**src/rtl/imem_boot_loader.sv**
```systemverilog
// imem_boot_loader: streams a byte image (header N, N words, optional checksum) into imem, then releases the core.
// Optional checksum trailer enabled by defining BOOT_CHECKSUM_EN.
module imem_boot_loader #(
  parameter int ADDR_WIDTH = 8
) (
  input  logic                  clk_i,
  input  logic                  reset_i,
  input  logic                  start_i,
  input  logic                  byte_valid_i,
  input  logic [7:0]            byte_data_i,
  output logic                  byte_ready_o,
  output logic                  imem_we_o,
  output logic [ADDR_WIDTH-1:0] imem_addr_o,
  output logic [31:0]           imem_wdata_o,
  output logic                  core_reset_no,
  output logic                  busy_o,
  output logic                  done_o,
  output logic                  error_o,
  output logic [ADDR_WIDTH:0]   word_count_o
);
  localparam logic [31:0] MAX_WORDS = 32'(1) << ADDR_WIDTH;
`ifdef BOOT_CHECKSUM_EN
  typedef enum logic [2:0] {IDLE, HDR, LOAD, CHK, DONE, ERR} state_t;
  localparam state_t FIN = CHK;
  logic [31:0] sum_q, sum_d;
`else
  typedef enum logic [2:0] {IDLE, HDR, LOAD, DONE, ERR} state_t;
  localparam state_t FIN = DONE;
`endif
  state_t                state_q, state_d;
  logic [1:0]            bidx_q, bidx_d;
  logic [23:0]           sh_q, sh_d;
  logic [ADDR_WIDTH:0]   hdr_q, hdr_d, cnt_q, cnt_d;
  logic                  we_q, we_d;
  logic [ADDR_WIDTH-1:0] addr_q, addr_d;
  logic [31:0]           wdata_q, wdata_d, word;
  logic                  acc, last;
`ifdef BOOT_CHECKSUM_EN
  assign busy_o = state_q inside {HDR, LOAD, CHK};
`else
  assign busy_o = state_q inside {HDR, LOAD};
`endif
  assign byte_ready_o  = busy_o;
  assign done_o        = state_q == DONE;
  assign error_o       = state_q == ERR;
  assign core_reset_no = done_o;
  assign imem_we_o     = we_q;
  assign imem_addr_o   = addr_q;
  assign imem_wdata_o  = wdata_q;
  assign word_count_o  = cnt_q;
  assign acc  = byte_valid_i && byte_ready_o;
  assign last = acc && bidx_q == 2'd3;
  assign word = {byte_data_i, sh_q};
  always_comb begin
    state_d = state_q;
    bidx_d  = acc ? bidx_q + 2'd1 : bidx_q;
    sh_d    = acc ? {byte_data_i, sh_q[23:8]} : sh_q;
    hdr_d   = hdr_q;
    cnt_d   = cnt_q;
    we_d    = 1'b0;
    addr_d  = addr_q;
    wdata_d = wdata_q;
`ifdef BOOT_CHECKSUM_EN
    sum_d   = sum_q;
`endif
    case (state_q)
      IDLE, DONE, ERR: if (start_i) begin
        state_d = HDR;
        cnt_d   = '0;
        bidx_d  = '0;
`ifdef BOOT_CHECKSUM_EN
        sum_d   = '0;
`endif
      end
      HDR: if (last) begin
        hdr_d   = word[ADDR_WIDTH:0];
        state_d = word == '0 ? FIN : word > MAX_WORDS ? ERR : LOAD;
      end
      LOAD: if (last) begin
        we_d    = 1'b1;
        addr_d  = cnt_q[ADDR_WIDTH-1:0];
        wdata_d = word;
        cnt_d   = cnt_q + 1'b1;
        state_d = cnt_d == hdr_q ? FIN : LOAD;
`ifdef BOOT_CHECKSUM_EN
        sum_d   = sum_q + word;
`endif
      end
`ifdef BOOT_CHECKSUM_EN
      CHK: if (last) state_d = word == sum_q ? DONE : ERR;
`endif
      default: state_d = IDLE;
    endcase
  end
  always_ff @(posedge clk_i) begin
    if (!reset_i) begin
      state_q <= IDLE;
      bidx_q  <= '0;
      sh_q    <= '0;
      hdr_q   <= '0;
      cnt_q   <= '0;
      we_q    <= 1'b0;
      addr_q  <= '0;
      wdata_q <= '0;
`ifdef BOOT_CHECKSUM_EN
      sum_q   <= '0;
`endif
    end else begin
      state_q <= state_d;
      bidx_q  <= bidx_d;
      sh_q    <= sh_d;
      hdr_q   <= hdr_d;
      cnt_q   <= cnt_d;
      we_q    <= we_d;
      addr_q  <= addr_d;
      wdata_q <= wdata_d;
`ifdef BOOT_CHECKSUM_EN
      sum_q   <= sum_d;
`endif
    end
  end
endmodule

```
**config.mk**
```make
export PLATFORM = sky130hd
export DESIGN_NAME = imem_boot_loader
export DESIGN_NICKNAME = d
export VERILOG_FILES = /design/src/rtl/imem_boot_loader.sv
export SDC_FILE = /design/constraint.sdc
export NUM_CORES = 1
export LEC_CHECK = 0
export CAP_MARGIN = 20
export CORE_ASPECT_RATIO = 0.8
export CORE_UTILIZATION = 30
export CTS_BUF_LIST = sky130_fd_sc_hd__clkbuf_2 sky130_fd_sc_hd__clkbuf_4 sky130_fd_sc_hd__clkbuf_8
export CTS_CLUSTER_SIZE = 10
export DETAILED_ROUTE_END_ITERATION = 8
export HOLD_SLACK_MARGIN = 0.08
export SLEW_MARGIN = 20
export SYNTH_ARGS = -nofsm -noshare
export SYNTH_HDL_FRONTEND = slang
export SYNTH_SLANG_ARGS = --single-unit
```
**constraint.sdc**
```tcl
create_clock -name clk_i -period 4.8 [get_ports clk_i]
set_input_delay 0.48 -clock clk_i [delete_from_list [all_inputs] [get_ports clk_i]]
set_output_delay 0.48 -clock clk_i [all_outputs]
set_load 0.02 [all_outputs]
```
Yosys cells after proc, flatten, opt, wreduce, memory -nomap -nowiden

Index checks and enable logic that the tools add are counted.

Flip-flop bits (word level): 88
Memories kept: 0
Bits in writable memories: 0
Logic and storage cells: 46
Latch bits: 0
Bits of input ports: 12
Memory bits (read-only): 0

Div/mod/pow operators: 0
Multiply operators: 0
Mux-type cells: 14
Add/subtract/negate cells: 2
Eq/ne operators: 9
Bitwise operators: 0
Reduce and logical (&&, ||, !) cells: 12
Order comparisons: 1
Shifts and indexed selects: 0

Operators with widths:

| kind                  | number |
|---|---|
| $gt A32 B9 Y1 const B | 1 |
| $logic_not A32 Y1     | 1 |
| $mux W9               | 2 |
| $pmux W9 S2           | 1 |
| $mux W3               | 5 |
| $add A9 B1 Y9 const B | 1 |
| $eq A9 B9 Y1          | 1 |
| $pmux W3 S3           | 1 |
| $eq A3 B2 Y1 const B  | 2 |
| $mux W2               | 3 |
| $ne A2 B2 Y1 const B  | 3 |
| $reduce_and A2 Y1     | 3 |
| $reduce_and A3 Y1     | 2 |
| $reduce_bool A2 Y1    | 2 |
| $eq A3 B1 Y1 const B  | 1 |
| $eq A3 B3 Y1 const B  | 1 |
| $logic_not A3 Y1      | 1 |
| $reduce_or A3 Y1      | 1 |
| $add A2 B1 Y2 const B | 1 |
| $eq A2 B2 Y1 const B  | 1 |
| $logic_and A1 B1 Y1   | 2 |
| $mux W1               | 2 |

Logic depth before layout (Yosys ltp)

Depth in word-level cells: 6
Depth in mapped cells: 9

Worst setup path before layout

Ideal clock, no wire load.

Kind: reg-to-reg
From: register cnt_q[0], in the netlist word_count_o[0]
To: register state_q[0]
Stages on the path, launching flop included: 7
Clock period less this slack: 1.953 ns
Slack: 2.847 ns
Arrival time: 1.857 ns
Path through: dfxtp_1 -> ha_1 -> and3_2 -> and3_1 -> nand3_1 -> mux2_2 -> o41ai_2

Cells in the longest elaborated chain, start to end: 5

Ends and longest elaborated chain:

| what                   | RTL line | text |
|---|---|---|
| from (decl)            | 33       | `logic [ADDR_WIDTH:0] hdr_q, hdr_d, cnt_q, cnt_d;` |
| from (signal assigned) | 113      | `cnt_q <= cnt_d;` |
| $add A9 B1 Y9          | 83       | `cnt_d = cnt_q + 1'b1;` |
| $eq A9 B9 Y1           | 84       | `state_d = cnt_d == hdr_q ? FIN : LOAD;` |
| $mux W1                | 84       |  |
| $mux W3                | 79       | `LOAD: if (last) begin` |
| $pmux W3 S3            | 66       | `case (state_q)` |
| to (signal assigned)   | 109      | `state_q <= state_d;` |
| to (decl)              | 30       | `state_t state_q, state_d;` |

No other way between the ends. The select of a mux whose other input is x is not followed.
A chain may end at the register's enable or synchronous reset.

Final worst setup path

From: register state_q[1]
To: output busy_o

Cells in the longest elaborated chain, start to end: 2
Elaborated cells between the ends (all ways): 3

Ends and longest elaborated chain:

| what                                                | RTL line | text |
|---|---|---|
| $eq A3 B1 Y1 / $eq A3 B2 Y1 (equally long branches) | 41       | `assign busy_o = state_q inside {HDR, LOAD};` |
| $reduce_bool A2 Y1 (*)                              | 41       |  |
| to (decl)                                           | 16       | `output logic busy_o,` |

Mark *: on every way between the ends. The rest lies on a longest branch, timed or not.

==> results.cfg <==
[run_status]
status = finished clean

[sta]
worst_pin_slew_ps = 1030
fin_setup_tns_ps = 0
clock_skew_ps = 10.6
fin_ws_ps = 2340
rsz0062_at_grt = false
maxSlewHeadroom = 0.307
finalHoldViolCount = 0
fin_crit_sh = 0.512
fmax_mhz = 407
period_minus_slack_ps = 2460
finalMaxSlewViolations = 0
final-setup-viol-count = 0

[synth]
synth-async-reset-ratio = 0
synthDistinctLibCells = 44
synth_cells = 469
synth_edf_count = 0
synth-seq-area-share = 0.451
netlist_area_mm2 = 0.00391
synth_seq_cells = 88
synth_fp_nets = 483
post_synth.cell_area_avg_um2 = 8.33
yosysWarnings = 0
synth_ff_type = dfxtp_1

[global_routing]
grt_pass1_wl_um = 15700
track_usage = 0.148
grt_pass1_vias = 3006
overflow = 0
antenna_found_initial = 0
grt_max_degree = 68

[clock_network]
post_cts_buffers = 0
postCtsResizedCells = 0
clock_path_buffers = 2
cts-root-buf = clkbuf_8
htreeDepth = 3
clk_latency_ps = 360
clock_sinks = 88
cts_tree = done
path_clk_slew_ps = 90
cts_buffers = 9
ctsHoldBuffers = 0

[floorplan]
floorplan.rows = 36
die_area_mm2 = 0.0135
die_h_um = 104
ios = 67
core_mm2 = 0.0124
start_util = 0.314
dieWidth_um = 130

[setup_path]
reg2regPathDepth = 7
cp-start-kind = flop
r2r_start = state_q[1]
worstPathRequired_ps = 4320
cp_max_fo = 11
end_kind = primary output
worst-endpoint-arrival_ps = 1980
critPathKind = reg -> out
reg2reg_slack_ps = 2620
r2r-end = word_count_o[4]

[power_and_ir_drop]
p_int_mw = 1.06
p_seq_frac = 0.538
power.leakage_nw = 1.61
switching_share = 0.227
irDropWorstVdd_mv = 0.146
combPwrFrac = 0.046
p_switching_uw = 313
pwr-share-clk = 0.417
cellPowerDensity_mw_per_mm2 = 285

[drt]
firstDrtPassIters = 4
wire_per_inst_um = 13.9
drtAntennaViolNets = 0
drc = 0
viasPerCell = 4.80
drt-total-wl_um = 9630
drt_iter0_markers = 192
vias = 3324

[placed_design]
place_congestion = 0.879
hpwl_um = 6790
place_ws_ps = 2360
numPortBuffers = 66

[run]
drv_cap = 0

[hold_path]
hold_depth = 2
min_from = imem_wdata_o[18]
worstHoldEndpoint = imem_wdata_o[18]
holdCritPathClass = reg -> reg

[layout]
antennaDiodeCount = 0
register_area_mm2 = 0.00176
fin_nets = 530
multiInputGateArea_mm2 = 0.00193
area_growth_pct = 23.9
num-fill-cells = 1293
drive_above_1_share = 0.0537
## layer usage
layer	global-route usage	vias up	wire length, µm
met4	0.0307	0	71
met3	0.0478	7	615
met1	0.226	1556	5020
met2	0.198	93	3920
met5	0	-	0
li1	-	1668	-
## critical path, stage by stage, from the launching register on
cell,delay (ps)
dfxtp_1,580
xor2_2,210
and2_1,210
clkdlybuf4s50_1,620
## final cells by class
cell class / count / area share
clock buffers: 10 / 0.0271
clock inverters: 6 / 0.0194
inverters: 5 / 0.00388
multi-input cells: 341 / 0.398
flip-flops and latches: 88 / 0.364
well taps: 171 / 0.0442
repair buffers: 71 / 0.143
## worst max path at each step
stage                          from  cells after the start  slack, ps               to
floorplan           word_count_o[0]                      6       2850       state_q[0]
global placement       byte_valid_i                      7       2460  word_count_o[4]
detailed placement     byte_valid_i                      7       2360  word_count_o[4]
CTS                      state_q[1]                      3       2340           busy_o
global route             state_q[1]                      3       2260           busy_o
finish                   state_q[1]                      3       2340           busy_o
## power by group through the flow
stage | sequential, mW | clock [mW] | combinational (mW)
global placement | 0.757 | 0 | 0.0621
detailed placement | 0.757 | 0 | 0.0626
floorplan | 0.754 | 0 | 0.0430
CTS | 0.740 | 0.587 | 0.0629
finish | 0.740 | 0.574 | 0.0628
global route | 0.742 | 0.623 | 0.0689
## flip-flops by register name, summed over array words and instances (netlist names)
signal        cells
imem_we_o         1
bidx_q            2
sh_q             24
state_q           3
imem_addr_o       8
hdr_q             9
word_count_o      9
imem_wdata_o     32
## cells in the mapped netlist, drive strengths merged, types with 9 or more instances
library cell	n	area, µm²
nor4	9	56.3
nor2	13	48.8
dfxtp	88	1760
buf	18	136
a21boi	71	533
nand2	145	544
nor2b	12	75.1
o21ai	11	55.1
clkbuf	17	63.8
mux2i	9	90.1
## per-stage QoR
step                      hold slack (ps)  instances  area, µm²  utilization  total power [mW]
after floorplan                       438        469       3910            -             0.797
after detailed placement              445        676       4610        0.371             0.820
after global placement                445        676       4610        0.371             0.820
after global routing                  474        692       4840        0.389              1.43
after CTS                             458        692       4840        0.389              1.39
final                                 458        692       4840        0.389              1.38
## logic make-up (layout without fill, tap and decap cells)
kind of cell             after synthesis  count (layout)  share of synthesized area
XOR/XNOR                              10              10                     0.0243
adder cells (fa/ha/maj)                2               2                    0.00640
AND/OR/NAND/NOR                      219             219                      0.253
multiplexers                          10              10                     0.0259
buffers and inverters                 40              92                     0.0560
flip-flops                            88              88                      0.451
AO/OA/AOI/OAI                        100             100                      0.184
## cells in the final DEF, fill, tap and decap left out, types with 5 or more instances in the layout
cell type	count
a21boi_0	26
a21boi_1	45
a21oi_1	6
and2_1	5
buf_4	5
clkbuf_8	9
clkdlybuf4s50_1	65
dfxtp_1	88
inv_1	5
mux2i_1	9
nand2_1	145
nand3_1	7
nor2_1	13
nor2b_1	12
nor3_1	6
nor4_1	9
o21ai_0	10
xnor2_1	7
No activity file was read; power rests on OpenSTA's default activity.
==> patch 1, RTL diff (same flow settings) <==
`sh_q`, `addr_q` and `wdata_q` no longer have a reset.
--- a/src/rtl/imem_boot_loader.sv
+++ b/src/rtl/imem_boot_loader.sv
@@ -97,10 +97,7 @@
       state_q <= IDLE;
       bidx_q  <= '0;
-      sh_q    <= '0;
       hdr_q   <= '0;
       cnt_q   <= '0;
       we_q    <= 1'b0;
-      addr_q  <= '0;
-      wdata_q <= '0;
 `ifdef BOOT_CHECKSUM_EN
       sum_q   <= '0;
@@ -109,10 +106,7 @@
       state_q <= state_d;
       bidx_q  <= bidx_d;
-      sh_q    <= sh_d;
       hdr_q   <= hdr_d;
       cnt_q   <= cnt_d;
       we_q    <= we_d;
-      addr_q  <= addr_d;
-      wdata_q <= wdata_d;
 `ifdef BOOT_CHECKSUM_EN
       sum_q   <= sum_d;
@@ -120,4 +114,10 @@
     end
   end
+
+  always_ff @(posedge clk_i) begin
+    sh_q    <= sh_d;
+    addr_q  <= addr_d;
+    wdata_q <= wdata_d;
+  end
 endmodule
 
Check against the original RTL: differs if reset_i is asserted again (counterexample within 10 cycles, from zero or initial values and one cycle with reset_i low); with reset_i held inactive, the same outputs for 10 cycles.
==> patch 1 against the original RTL <==
Cell count down 31%. Worst setup slack worse by 370 ps. Design area is 8.7% lower. Sequential power grew 14%. Synthesized cell count is 45% lower. Sequential cell count unchanged. Total power grew 2.0%. Routed wire length shrank 25%. Sequential share of layout area is 18 points higher. Via count shrank 31%. Area after synthesis fell by 12%.
==> patch 1: results (changes against the original RTL) <==
RD Place Congestion 0.8018 (-8.8%); share of layout cells above drive strength 1 0.06627 (+0.01252); Leak 1.460 nW (-9.2%); multi-input logic area 958.4 sq um (-50%); Critical Path Source state_q[0]$_SDFFE_PN0P_; largest net degree at the start of global routing 26 (-62%); DP Area 4224 sq um (-8.5%); R2R Path End sh_q[1]$_DFFE_PP_; highest net fanout along the worst path 13 (+2); Starting DRT DRC Count 107 (-44%); crit end category primary output; commonest cells in the netlist edfxtp_1 (64), nand2_1 (26), dfxtp_1 (24), o21ai_0 (23), nor2_1 (15); clkbuf count 9 (-1); Synth cell types 46 (+4.5%); dpl ws 2210 ps (-148.0 ps); GRT Overall Usage 0.1285 (-0.01953); Nets 341 (-36%); Non-Clock Inverter Count 4 (-1); largest cells by area after synthesis edfxtp_1 (56%), dfxtp_1 (14%), o21ai_0 (3.4%); drt via density 4.794 (-0.19%); Post-synth EDFFs 64 (+64); synthesized area 3435 sq um (-12%); FILL cells 1,060 (-18%); Min-Delay Endpoint bidx_q[1]$_SDFF_PN0_; Worst IR Drop VDD 0.0001923 V (+32%); Layout clock area frac 0.04363 (-0.002910); Worst Reg2Reg Path Length in Cells 4 (-3); global-route wire length before repair 11,580 microns (-26%); status completed; Seq/Total Area, Yosys 0.6995 (+0.2486); register area 2402 sq um (+36%); final worst setup slack 1968 ps (-372.1 ps); delay-heaviest family, CP simple AND/OR/NAND/NOR gates; DP Wirelength 5056 microns (-25%); share of flip-flops with an asynchronous set or reset 0 (unchanged); Worst Clk Skew 12.29 ps (+1.650 ps); min-delay src bidx_q[1]$_SDFF_PN0_; WL/cell 15.11 microns (+8.6%); syn nets 273 (-43%); Layout area overhead 28.60%
-- patch 1: cell families after synthesis --
logic type,after synthesis,share of synthesized area
XOR/XNOR,9,0.02295
AO/OA/AOI/OAI,59,0.1115
flip-flops,88,0.6995
adder cells (fa/ha/maj),2,0.007285
multiplexers,2,0.005829
AND/OR/NAND/NOR,85,0.1315
buffers and inverters,14,0.02149
-- patch 1: stage by stage --
step / utilization / hold slack, ps / cells
finish: 0.4009 / 466.0 / 476
global placement: 0.3834 / 447.0 / 460
floorplan: - / 437.6 / 259
detailed placement: 0.3834 / 455.8 / 460
CTS: 0.4009 / 469.1 / 476
global route: 0.4009 / 499.9 / 476
-- patch 1: metal layers --
| layer | global-route usage | wire (microns) |
|---|---|---|
| met3 | 0.05282 | 500 |
| met2 | 0.1757 | 3006 |
| met4 | 0.03514 | 54 |
| met1 | 0.1849 | 3630 |
| met5 | 0 | 0 |
-- patch 1: report_power, final --
group,internal (mW),switching [mW]
Combinational,0.0243,0.0362
Clock,0.204,0.295
Sequential,0.831,0.0149
==> patch 2, RTL diff (same settings) <==
Without the edit above. The parameter `ADDR_WIDTH` goes from 8 to 7.
--- a/src/rtl/imem_boot_loader.sv
+++ b/src/rtl/imem_boot_loader.sv
@@ -2,5 +2,5 @@
 // Optional checksum trailer enabled by defining BOOT_CHECKSUM_EN.
 module imem_boot_loader #(
-  parameter int ADDR_WIDTH = 8
+  parameter int ADDR_WIDTH = 7
 ) (
   input  logic                  clk_i,
Interface: changed (resized imem_addr_o and word_count_o); port bits go from 67 to 65. No check against the original RTL was run, so the function may have changed too.
==> patch 2 against the original RTL <==
The flow now finishes with violations (design-rule violations). Clock skew decreased by 2.0 ps. Die area down 7.2%. Combinational power fell by 4.9%. Sequential cell count fell by 3. First-iteration DRC count shrank 55%. Total power down 6.5%. Worst setup slack improved by 22 ps. Design area fell by 6.1%. Register-to-register slack improved by 30 ps. Worst hold slack improved by 9.6 ps. Routed wire length shrank 13%. Area after synthesis down 7.4%. Sequential power shrank 3.2%. Critical path type unchanged. Critical endpoint is now core_reset_no. Largest cell class unchanged.
==> patch 2: results (changes against the original RTL) <==
status finished with violations; failing checks design-rule violations; CP endpoint core_reset_no; Final Power 1.288 mW (-6.5%); post-cts resize count 0 (unchanged); Worst IR Drop VDD 0.0001336 V (-8.5%); DP Area 4344 sq um (-5.9%); highest net fanout along the worst path 8 (-3); Hold Path Class reg2reg; Clock Path Buffers 2 (unchanged); largest net degree at the start of global routing 47 (-31%); IO Port Bufs 64 (-3.0%); syn nets 416 (-14%); metal2 WL 3773 microns (-3.7%); DR pass1 iterations 6 (+2); Metal-1 WL 4144 microns (-17%); vias in the first global route 2,743 (-8.7%); DR WL met3 398 microns (-35%); met1 Use GR 0.1840 (-0.04183); P_int 1.004 mW (-5.6%); Synth cell types 38 (-14%); Clk pwr share 0.398 (-0.019); met3 GRT Util 0.04158 (-0.006262); global routing usage on met2 0.2195 (+0.02167); DRC 6 (+6); Power Sequential 716 uW (-3.2%); commonest cells in the netlist nand2_1 (89), dfxtp_1 (85), a21boi_0 (43), nor2b_1 (36), mux2i_1 (33); R2R Setup Slk 2650 ps (+30 ps); worst-margin pin slew 719.9 ps (-313.8 ps); WP data arrival 1960 ps (-20 ps); dpl cells 593 (-12%); largest cells by area after synthesis dfxtp_1 (47%), nand2_1 (9.2%), mux2i_1 (9.1%); RD Place Congestion 0.7332 (-17%); Min-Delay Endpoint imem_wdata_o[31]$_SDFFE_PN0P_; WL/cell 13.84 microns (-0.51%); Worst Clk Skew 8.679 ps (-1.957 ps); Fin Hold WS 467.3 ps (+9.591 ps); Leak 1.649 nW (+2.5%); DP Wirelength 5713 microns (-16%); DR vias 2,838 (-15%); Yosys top cell area share 0.4701 (+0.01925); dpl ws 2511 ps (+153.6 ps); global-route wire length before repair 13,810 microns (-12%); Finished Layout Cells 608 (-12%); Avg Inst Size Synth 9.004 sq um (+8.1%); share of layout cells above drive strength 1 0.05000 (-0.003743); Worst Reg2Reg Path Length in Cells 5 (-2); GRT Overall Usage 0.1395 (-0.008542); Starting DRT DRC Count 87 (-55%); Seq/Total Area, Yosys 0.4701 (+0.01925); min-delay src imem_wdata_o[31]$_SDFFE_PN0P_; R2R Path End word_count_o[5]$_SDFFE_PN0P_
[patch 2: layout make-up]
class / instances / area [sq um]
fillers: 1201 / 7106
multi-input cells: 289 / 1777
flip-flops and latches: 85 / 1702
repair buffers: 69 / 673.1
well taps: 148 / 185.2
clock buffers: 11 / 151.4
clock inverters: 4 / 47.55
inverters: 2 / 7.507
[patch 2: kinds of logic after synthesis]
| logic type | Yosys count | synth area share |
|---|---|---|
| AO/OA/AOI/OAI | 69 | 0.1317 |
| XOR/XNOR | 13 | 0.03146 |
| adder cells (fa/ha/maj) | 2 | 0.006912 |
| buffers and inverters | 28 | 0.03906 |
| flip-flops | 85 | 0.4701 |
| multiplexers | 33 | 0.09126 |
| AND/OR/NAND/NOR | 172 | 0.2295 |
[patch 2: critical path: cells and delay by family (launching register included)]
kind / cells / cell delay, ps
buffers and inverters: 1 / 620
flip-flops: 1 / 460
AND/OR/NAND/NOR: 2 / 520
